**src/rtl/idct8_stream_if.sv**
```systemverilog
// idct8_stream handshake bundle: coefficient input and sample output streams.
// slave is the transform side, master is the producer/consumer side.
interface idct8_stream_if #(
  parameter int IN_WIDTH  = 12,
  parameter int OUT_WIDTH = 8
);
  logic signed [IN_WIDTH-1:0]  in_data;
  logic                        in_valid;
  logic                        in_ready;
  logic signed [OUT_WIDTH-1:0] out_data;
  logic                        out_valid;
  logic                        out_ready;
  logic                        out_last;

  modport slave (
    input  in_data, in_valid, out_ready,
    output in_ready, out_data, out_valid, out_last
  );

  modport master (
    output in_data, in_valid, out_ready,
    input  in_ready, out_data, out_valid, out_last
  );
endinterface

```
**src/rtl/idct8_stream.sv**
```systemverilog
// Streaming 8-point 1-D inverse DCT: 8 serial coefficients in, 8 samples out.
// Define IDCT_SAT_EN to clamp results; otherwise results wrap to OUT_WIDTH.
module idct8_stream #(
  parameter int IN_WIDTH   = 12,
  parameter int OUT_WIDTH  = 8,
  parameter int COEF_WIDTH = 12,
  parameter int FRAC       = 10
) (
  input  logic          clk,
  input  logic          rst_n,
  idct8_stream_if.slave io
);
  localparam int AW = IN_WIDTH + COEF_WIDTH + 3;
  localparam int PW = IN_WIDTH + COEF_WIDTH;

  // cos(j*pi/16) in Q16; rescaled to Q(FRAC-1) since a(k>0) = 1/2
  function automatic int cos16(int j);
    case (j)
      0:       return 65536;
      1:       return 64277;
      2:       return 60547;
      3:       return 54491;
      4:       return 46341;
      5:       return 36410;
      6:       return 25080;
      7:       return 12785;
      default: return 0;
    endcase
  endfunction

  // a(0) = sqrt(1/8) = cos(pi/4)/2, so row 0 uses the j = 4 magnitude
  function automatic int cval(int k, int n);
    int m, j, sh, r;
    bit neg;
    m = ((2 * n + 1) * k) % 32;
    if (k == 0) m = 4;
    if (m <= 8) begin
      j = m; neg = 1'b0;
    end else if (m <= 16) begin
      j = 16 - m; neg = 1'b1;
    end else if (m <= 24) begin
      j = m - 16; neg = 1'b1;
    end else begin
      j = 32 - m; neg = 1'b0;
    end
    sh = 17 - FRAC;
    r = (cos16(j) + (1 << (sh - 1))) >>> sh;
    return neg ? -r : r;
  endfunction

  logic signed [COEF_WIDTH-1:0] coef_tab [8][8];

  for (genvar gk = 0; gk < 8; gk++) begin : g_row
    for (genvar gn = 0; gn < 8; gn++) begin : g_col
      localparam logic signed [COEF_WIDTH-1:0] C =
        COEF_WIDTH'(cval(gk, gn));
      assign coef_tab[gk][gn] = C;
    end
  end

  typedef enum logic {EMPTY, DRAIN} state_t;

  state_t state_q, state_d;
  logic [2:0] k_q;
  logic [2:0] idx_q, idx_d;

  logic signed [AW-1:0]        acc_q [8];
  logic signed [PW-1:0]        prod  [8];
  logic signed [AW-1:0]        sum   [8];
  logic signed [AW-1:0]        rnd   [8];
  logic signed [OUT_WIDTH-1:0] res   [8];
  logic signed [OUT_WIDTH-1:0] obuf_q [8];

  logic fire_in, fire_out, last_in, rel_last;

`ifdef IDCT_SAT_EN
  localparam logic signed [AW-1:0] MAXV = AW'(2 ** (OUT_WIDTH - 1) - 1);
  localparam logic signed [AW-1:0] MINV = AW'(-(2 ** (OUT_WIDTH - 1)));
`endif

  always_comb begin
    for (int n = 0; n < 8; n++) begin
      prod[n] = io.in_data * coef_tab[k_q][n];
      sum[n]  = acc_q[n] + AW'(prod[n]);
      rnd[n]  = (sum[n] + AW'(1 << (FRAC - 1))) >>> FRAC;
`ifdef IDCT_SAT_EN
      if (rnd[n] > MAXV)
        res[n] = OUT_WIDTH'(MAXV);
      else if (rnd[n] < MINV)
        res[n] = OUT_WIDTH'(MINV);
      else
        res[n] = OUT_WIDTH'(rnd[n]);
`else
      res[n] = OUT_WIDTH'(rnd[n]);
`endif
    end
  end

  assign io.out_valid = (state_q == DRAIN);
  assign io.out_last  = io.out_valid & (idx_q == 3'd7);
  assign io.out_data  = io.out_valid ? obuf_q[idx_q] : '0;

  assign fire_out = io.out_valid & io.out_ready;
  assign rel_last = fire_out & io.out_last;

  // last beat may only land when the buffer is free or freeing this edge
  assign io.in_ready = (k_q != 3'd7) | (state_q == EMPTY) | rel_last;
  assign fire_in     = io.in_valid & io.in_ready;
  assign last_in     = fire_in & (k_q == 3'd7);

  always_ff @(posedge clk or negedge rst_n) begin
    if (!rst_n) begin
      k_q <= '0;
      for (int n = 0; n < 8; n++) acc_q[n] <= '0;
    end else if (fire_in) begin
      k_q <= k_q + 3'd1;
      for (int n = 0; n < 8; n++)
        acc_q[n] <= last_in ? '0 : sum[n];
    end
  end

  always_ff @(posedge clk) begin
    if (last_in)
      for (int n = 0; n < 8; n++) obuf_q[n] <= res[n];
  end

  always_ff @(posedge clk or negedge rst_n) begin
    if (!rst_n) begin
      state_q <= EMPTY;
      idx_q   <= '0;
    end else begin
      state_q <= state_d;
      idx_q   <= idx_d;
    end
  end

  always_comb begin
    state_d = state_q;
    idx_d   = idx_q;
    unique case (state_q)
      EMPTY: begin
        if (last_in) begin
          state_d = DRAIN;
          idx_d   = '0;
        end
      end
      DRAIN: begin
        if (fire_out) begin
          if (idx_q == 3'd7) begin
            idx_d = '0;
            if (!last_in) state_d = EMPTY;
          end else begin
            idx_d = idx_q + 3'd1;
          end
        end
      end
      default: begin
        state_d = EMPTY;
        idx_d   = '0;
      end
    endcase
  end
endmodule

```
**src/flat_wrapper.sv**
```systemverilog
// flat-port wrapper written by rule: the top's interface ports become plain ports
module idct8_stream_flat 
#(
  parameter int IN_WIDTH   = 12,
  parameter int OUT_WIDTH  = 8,
  parameter int COEF_WIDTH = 12,
  parameter int FRAC       = 10
)
  (clk, rst_n, io_in_data, io_in_valid, io_out_ready, io_in_ready, io_out_data, io_out_valid, io_out_last);
  idct8_stream_if #(.IN_WIDTH(IN_WIDTH), .OUT_WIDTH(OUT_WIDTH)) io_i ();
  input  logic clk;
  input  logic rst_n;
  input wire logic [$bits(io_i.in_data)-1:0] io_in_data;
  input wire logic [$bits(io_i.in_valid)-1:0] io_in_valid;
  input wire logic [$bits(io_i.out_ready)-1:0] io_out_ready;
  output wire logic [$bits(io_i.in_ready)-1:0] io_in_ready;
  output wire logic [$bits(io_i.out_data)-1:0] io_out_data;
  output wire logic [$bits(io_i.out_valid)-1:0] io_out_valid;
  output wire logic [$bits(io_i.out_last)-1:0] io_out_last;
  assign io_i.in_data = io_in_data;
  assign io_i.in_valid = io_in_valid;
  assign io_i.out_ready = io_out_ready;
  assign io_in_ready = io_i.in_ready;
  assign io_out_data = io_i.out_data;
  assign io_out_valid = io_i.out_valid;
  assign io_out_last = io_i.out_last;
  idct8_stream #(.IN_WIDTH(IN_WIDTH), .OUT_WIDTH(OUT_WIDTH), .COEF_WIDTH(COEF_WIDTH), .FRAC(FRAC)) u_core (.clk(clk), .rst_n(rst_n), .io(io_i));
endmodule
```
**config.mk**
```make
export PLATFORM = sky130hd
export DESIGN_NAME = idct8_stream_flat
export DESIGN_NICKNAME = d
export VERILOG_FILES = /design/src/rtl/idct8_stream_if.sv /design/src/rtl/idct8_stream.sv /design/src/flat_wrapper.sv
export SDC_FILE = /design/constraint.sdc
export NUM_CORES = 2
export LEC_CHECK = 0
export CORE_MARGIN = 2
export CORE_UTILIZATION = 30
export CTS_CLUSTER_SIZE = 24
export DETAILED_ROUTE_END_ITERATION = 6
export PLACE_DENSITY = 0.48
export RECOVER_POWER = 50
export SLEW_MARGIN = 20
export SYNTH_ARGS = -nofsm -noshare
export SYNTH_HDL_FRONTEND = slang
export SYNTH_SLANG_ARGS = --single-unit
```
**constraint.sdc**
```tcl
create_clock -name clk -period 11.1 [get_ports clk]
set_input_delay 1.11 -clock clk [delete_from_list [all_inputs] [get_ports clk]]
set_output_delay 1.11 -clock clk [all_outputs]
set_load 0.05 [all_outputs]
```
==> impl_summary.log <==
INFO  metric run_status = finished, violations left
INFO  metric failed_checks = max-capacitance violations, max-slew violations
INFO  metric place_congestion = 0.931
INFO  metric ctsHtreeMaxLevel = 2
INFO  metric dieArea = 0.152 mm^2
INFO  metric clock_tree_from_tritoncts = done
INFO  metric crit_family = adder cells
INFO  metric path_class = register to register
INFO  metric finalCritPeriodShare = 83.9%
INFO  metric maxCapViolCount = 8
INFO  metric post_synthesis_net_count = 5944
INFO  metric place_worst_setup_slack = 2.20 ns
INFO  metric synth-seq-area-share = 12.8%
INFO  metric drt_pre_antenna_iters = 6
INFO  metric synthesis.instances = 4617
INFO  metric nets_final = 5863
INFO  metric finalWorstPathRequiredPeriod = 9.31 ns
INFO  metric max_slew.worst_pin.slew = 4.97 ns
INFO  metric timing.hold.worst.class = register to register
INFO  metric finalNonFillerCells = 6503
INFO  metric fin_tns_setup = 0 ns
INFO  metric dr_total_vias = 31800
INFO  metric critPathLaunchType = register
INFO  metric timing.clock.skew = 0.0257 ns
INFO  metric synth_top_flop_cell = sky130_fd_sc_hd__dfrtp_1
INFO  metric antenna_found_initial = 20
INFO  metric fp.dieW = 390 um
INFO  metric ys_warn_count = 0
INFO  metric place.detailed.hpwl = 119000 um
INFO  metric cp.arrival = 9.61 ns
INFO  metric place.detailed.instances = 6429
INFO  metric largest_net_degree_at_the_start_of_global_routing = 70
INFO  metric fraction_of_registers_with_async_set_or_reset_after_synthesis = 70.2%
INFO  metric slew-limit-headroom = -231%
INFO  metric final_layout_size_suffix_gt1_share = 3.86%
INFO  metric grt_pass1_wl = 227000 um
INFO  metric fill_cells = 15300
INFO  metric f_max = 0.107 GHz
INFO  metric synth.avg_cell_area = 9.66 um^2
INFO  metric drc = 0
INFO  metric yosysTopAreaCellShare = 39.3%
INFO  metric clock_sink_count = 215
INFO  metric routedWlPerCell = 23.0 um
INFO  metric synth_enable_flop_cells = 64
INFO  metric timing.final.ws_setup = 1.79 ns
INFO  metric report.final.hold_viol_count = 0
INFO  metric rsz0062_at_grt = false
INFO  metric postCtsResizedCells = 0
INFO  metric globalRouteOverflowTotal = 0
INFO  metric maxSlewViolCount = 351
INFO  metric finalSetupViolations = 0
INFO  metric worstSetupEndpointType = register
INFO  metric cp.buffers_inverters = 3
INFO  metric grtUsageTotal = 20.3%
INFO  metric mappedNetlistArea = 0.0446 mm^2
INFO  metric path_clk_slew = 0.07 ns
INFO  metric number_of_buffers_on_the_longest_clock_path = 3
INFO  metric vias_per_cell = 4.90
INFO  metric die_height = 390 um
INFO  metric cts.root.buffer_cell = sky130_fd_sc_hd__clkbuf_16
INFO  metric worst_hold_slack = 0.473 ns
INFO  metric initial_cell_density_of_the_core = 30.2%
INFO  metric cp_cell_sequence = inv_1, ha_1, nor2b_1, clkbuf_1, nand2_1, inv_1, fa_1, fa_1, fa_1, fa_1, fa_1, fa_1, ha_1, nor4_1, nand3_1, and3_1, nor3_1, nand3_1, nor4b_1, xnor2_1
INFO  metric drt-initial-drc-count = 2465
INFO  metric area_growth_syn_to_layout = 7.92%
INFO  metric cts-hold-fix-buffers = 0
INFO  metric synth-seq-cells = 215
INFO  metric post-cts-setup-buffers = 0
INFO  metric num_io_pins = 27
INFO  metric detail-route-antenna-nets = 0
INFO  metric critical_path_required = 11.40 ns
INFO  metric std_cell_rows = 141
INFO  metric netlist-cell-type-count = 87
INFO  metric core_area = 0.148 mm^2
INFO  metric yosysTopAreaCell = sky130_fd_sc_hd__fa_1
INFO  metric via_count_of_the_first_global_routing_pass = 34000
INFO  metric worstPathMaxFanout = 27
INFO  metric clk-insertion-delay-late = 0.60 ns
INFO  metric drt_wirelength = 150000 um
INFO  metric post_synth_main_area_contributors = sky130_fd_sc_hd__fa_1 (39%), sky130_fd_sc_hd__ha_1 (12%), sky130_fd_sc_hd__dfrtp_1 (8.5%)
INFO  metric cts-buffers-inserted = 35
INFO  metric worst_path_max_delay_cell = sky130_fd_sc_hd__clkbuf_1
INFO  metric critical-path-max-stage-delay = 0.76 ns
INFO  metric critPathMostFrequentCell = sky130_fd_sc_hd__fa_1
INFO  metric port_buffers = 26
INFO  metric r2r_setup_slack = 1.79 ns
-- layout by cell type (no fill, tap or decap), types with 39 or more instances in the layout --
| cell type | count |
|---|---|
| sky130_fd_sc_hd__xor2_1 | 65 |
| sky130_fd_sc_hd__inv_1 | 979 |
| sky130_fd_sc_hd__nand2b_1 | 88 |
| sky130_fd_sc_hd__nor2_1 | 129 |
| sky130_fd_sc_hd__edfxtp_1 | 64 |
| sky130_fd_sc_hd__nand3b_1 | 47 |
| sky130_fd_sc_hd__nor2b_1 | 74 |
| sky130_fd_sc_hd__xnor2_1 | 192 |
| sky130_fd_sc_hd__fa_1 | 876 |
| sky130_fd_sc_hd__dfrtp_1 | 150 |
| sky130_fd_sc_hd__and2_1 | 161 |
| sky130_fd_sc_hd__nand3_1 | 76 |
| sky130_fd_sc_hd__buf_4 | 45 |
| sky130_fd_sc_hd__ha_1 | 435 |
| sky130_fd_sc_hd__o21ai_0 | 121 |
| sky130_fd_sc_hd__and3_1 | 39 |
| sky130_fd_sc_hd__nand2_1 | 525 |
| sky130_fd_sc_hd__a21oi_1 | 57 |
-- per-layer routing --
layer	track usage, %	vias up	part of all wire, %
li1	-	14000	-
met1	28.0	16600	44
met2	31.9	979	46
met3	4.15	197	7.3
met4	6.45	0	3.3
met5	0	-	0
-- final cells by class --
type	count	area (um^2)	share of cell area, %
diodes	12	30.0	0.0624
multi-input cells	3225	34500	71.7
clock buffers	47	1010	2.10
well taps	1930	2410	5.01
clock inverters	15	198	0.411
flip-flops and latches	215	5700	11.8
inverters	980	3680	7.64
repair buffers	79	604	1.25
-- registers in the layout (all words and copies together) (netlist names) --
signal and count:
u_core.acc_q 144, u_core.obuf_q 64, u_core.idx_q 3, u_core.k_q 3
u_core.io.out_valid 1
-- final timing paths --
check	from	end	cells after the start
setup / recovery	u_core.k_q[0]$_DFFE_PN0P_	u_core.obuf_q[4][7]$_DFFE_PP_	20
hold / removal	u_core.acc_q[108]$_DFFE_PN0P_	u_core.acc_q[108]$_DFFE_PN0P_	2
setup reg to reg	u_core.k_q[0]$_DFFE_PN0P_	u_core.obuf_q[4][7]$_DFFE_PP_	20
hold reg to reg	u_core.acc_q[108]$_DFFE_PN0P_	u_core.acc_q[108]$_DFFE_PN0P_	2
max in group asynchronous	rst_n	u_core.k_q[2]$_DFFE_PN0P_	2
min in group asynchronous	rst_n	u_core.acc_q[6]$_DFFE_PN0P_	1
-- worst register-to-register path, stage by stage (launching register included) --
cell,delay [ns]
sky130_fd_sc_hd__dfrtp_1,0.74
sky130_fd_sc_hd__inv_1,0.58
sky130_fd_sc_hd__ha_1,0.30
sky130_fd_sc_hd__nor2b_1,0.15
sky130_fd_sc_hd__clkbuf_1,0.76
sky130_fd_sc_hd__nand2_1,0.60
sky130_fd_sc_hd__inv_1,0.59
sky130_fd_sc_hd__fa_1,0.54
sky130_fd_sc_hd__fa_1,0.52
sky130_fd_sc_hd__fa_1,0.53
sky130_fd_sc_hd__fa_1,0.57
sky130_fd_sc_hd__fa_1,0.44
sky130_fd_sc_hd__fa_1,0.44
sky130_fd_sc_hd__ha_1,0.25
sky130_fd_sc_hd__nor4_1,0.28
sky130_fd_sc_hd__nand3_1,0.21
sky130_fd_sc_hd__and3_1,0.26
sky130_fd_sc_hd__nor3_1,0.33
sky130_fd_sc_hd__nand3_1,0.20
sky130_fd_sc_hd__nor4b_1,0.57
sky130_fd_sc_hd__xnor2_1,0.17
-- per-stage QoR --
step,cell area [um^2],util (%)
after floorplan,44600,-
after global placement,47000,31.8
after detailed placement,47000,31.8
after CTS,48200,32.6
after global routing,48100,32.6
final,48200,32.6
-- synth_stat cells (65+ instances only) --
cell type and number:
sky130_fd_sc_hd__fa_1 876, sky130_fd_sc_hd__clkbuf_1 178, sky130_fd_sc_hd__and2_1 164, sky130_fd_sc_hd__nand2b_1 89, sky130_fd_sc_hd__inv_1 979, sky130_fd_sc_hd__xor2_1 65
sky130_fd_sc_hd__o21ai_0 122, sky130_fd_sc_hd__xnor2_1 192, sky130_fd_sc_hd__ha_1 435, sky130_fd_sc_hd__nor2b_1 74, sky130_fd_sc_hd__nor2_1 133, sky130_fd_sc_hd__nand2_1 525
sky130_fd_sc_hd__dfrtp_1 151, sky130_fd_sc_hd__nand3_1 76
-- cells by family (layout without fill, tap and decap cells) --
kind of cell	after synthesis	after routing	share of synthesized area, %
other	0	12	0
xor gates and xnor gates	261	261	5.22
DFF	215	215	12.8
adders and majority gates	1311	1311	51.5
buffers and inverters	1177	1121	9.93
and+or+nand+nor	1235	1235	13.6
muxes	27	27	1.06
AOI/OAI and AO/OA	391	391	5.89
Power is left out: the tool's default activity adds up to more than one toggle a clock period on the data nets, which glitch-free logic cannot reach.
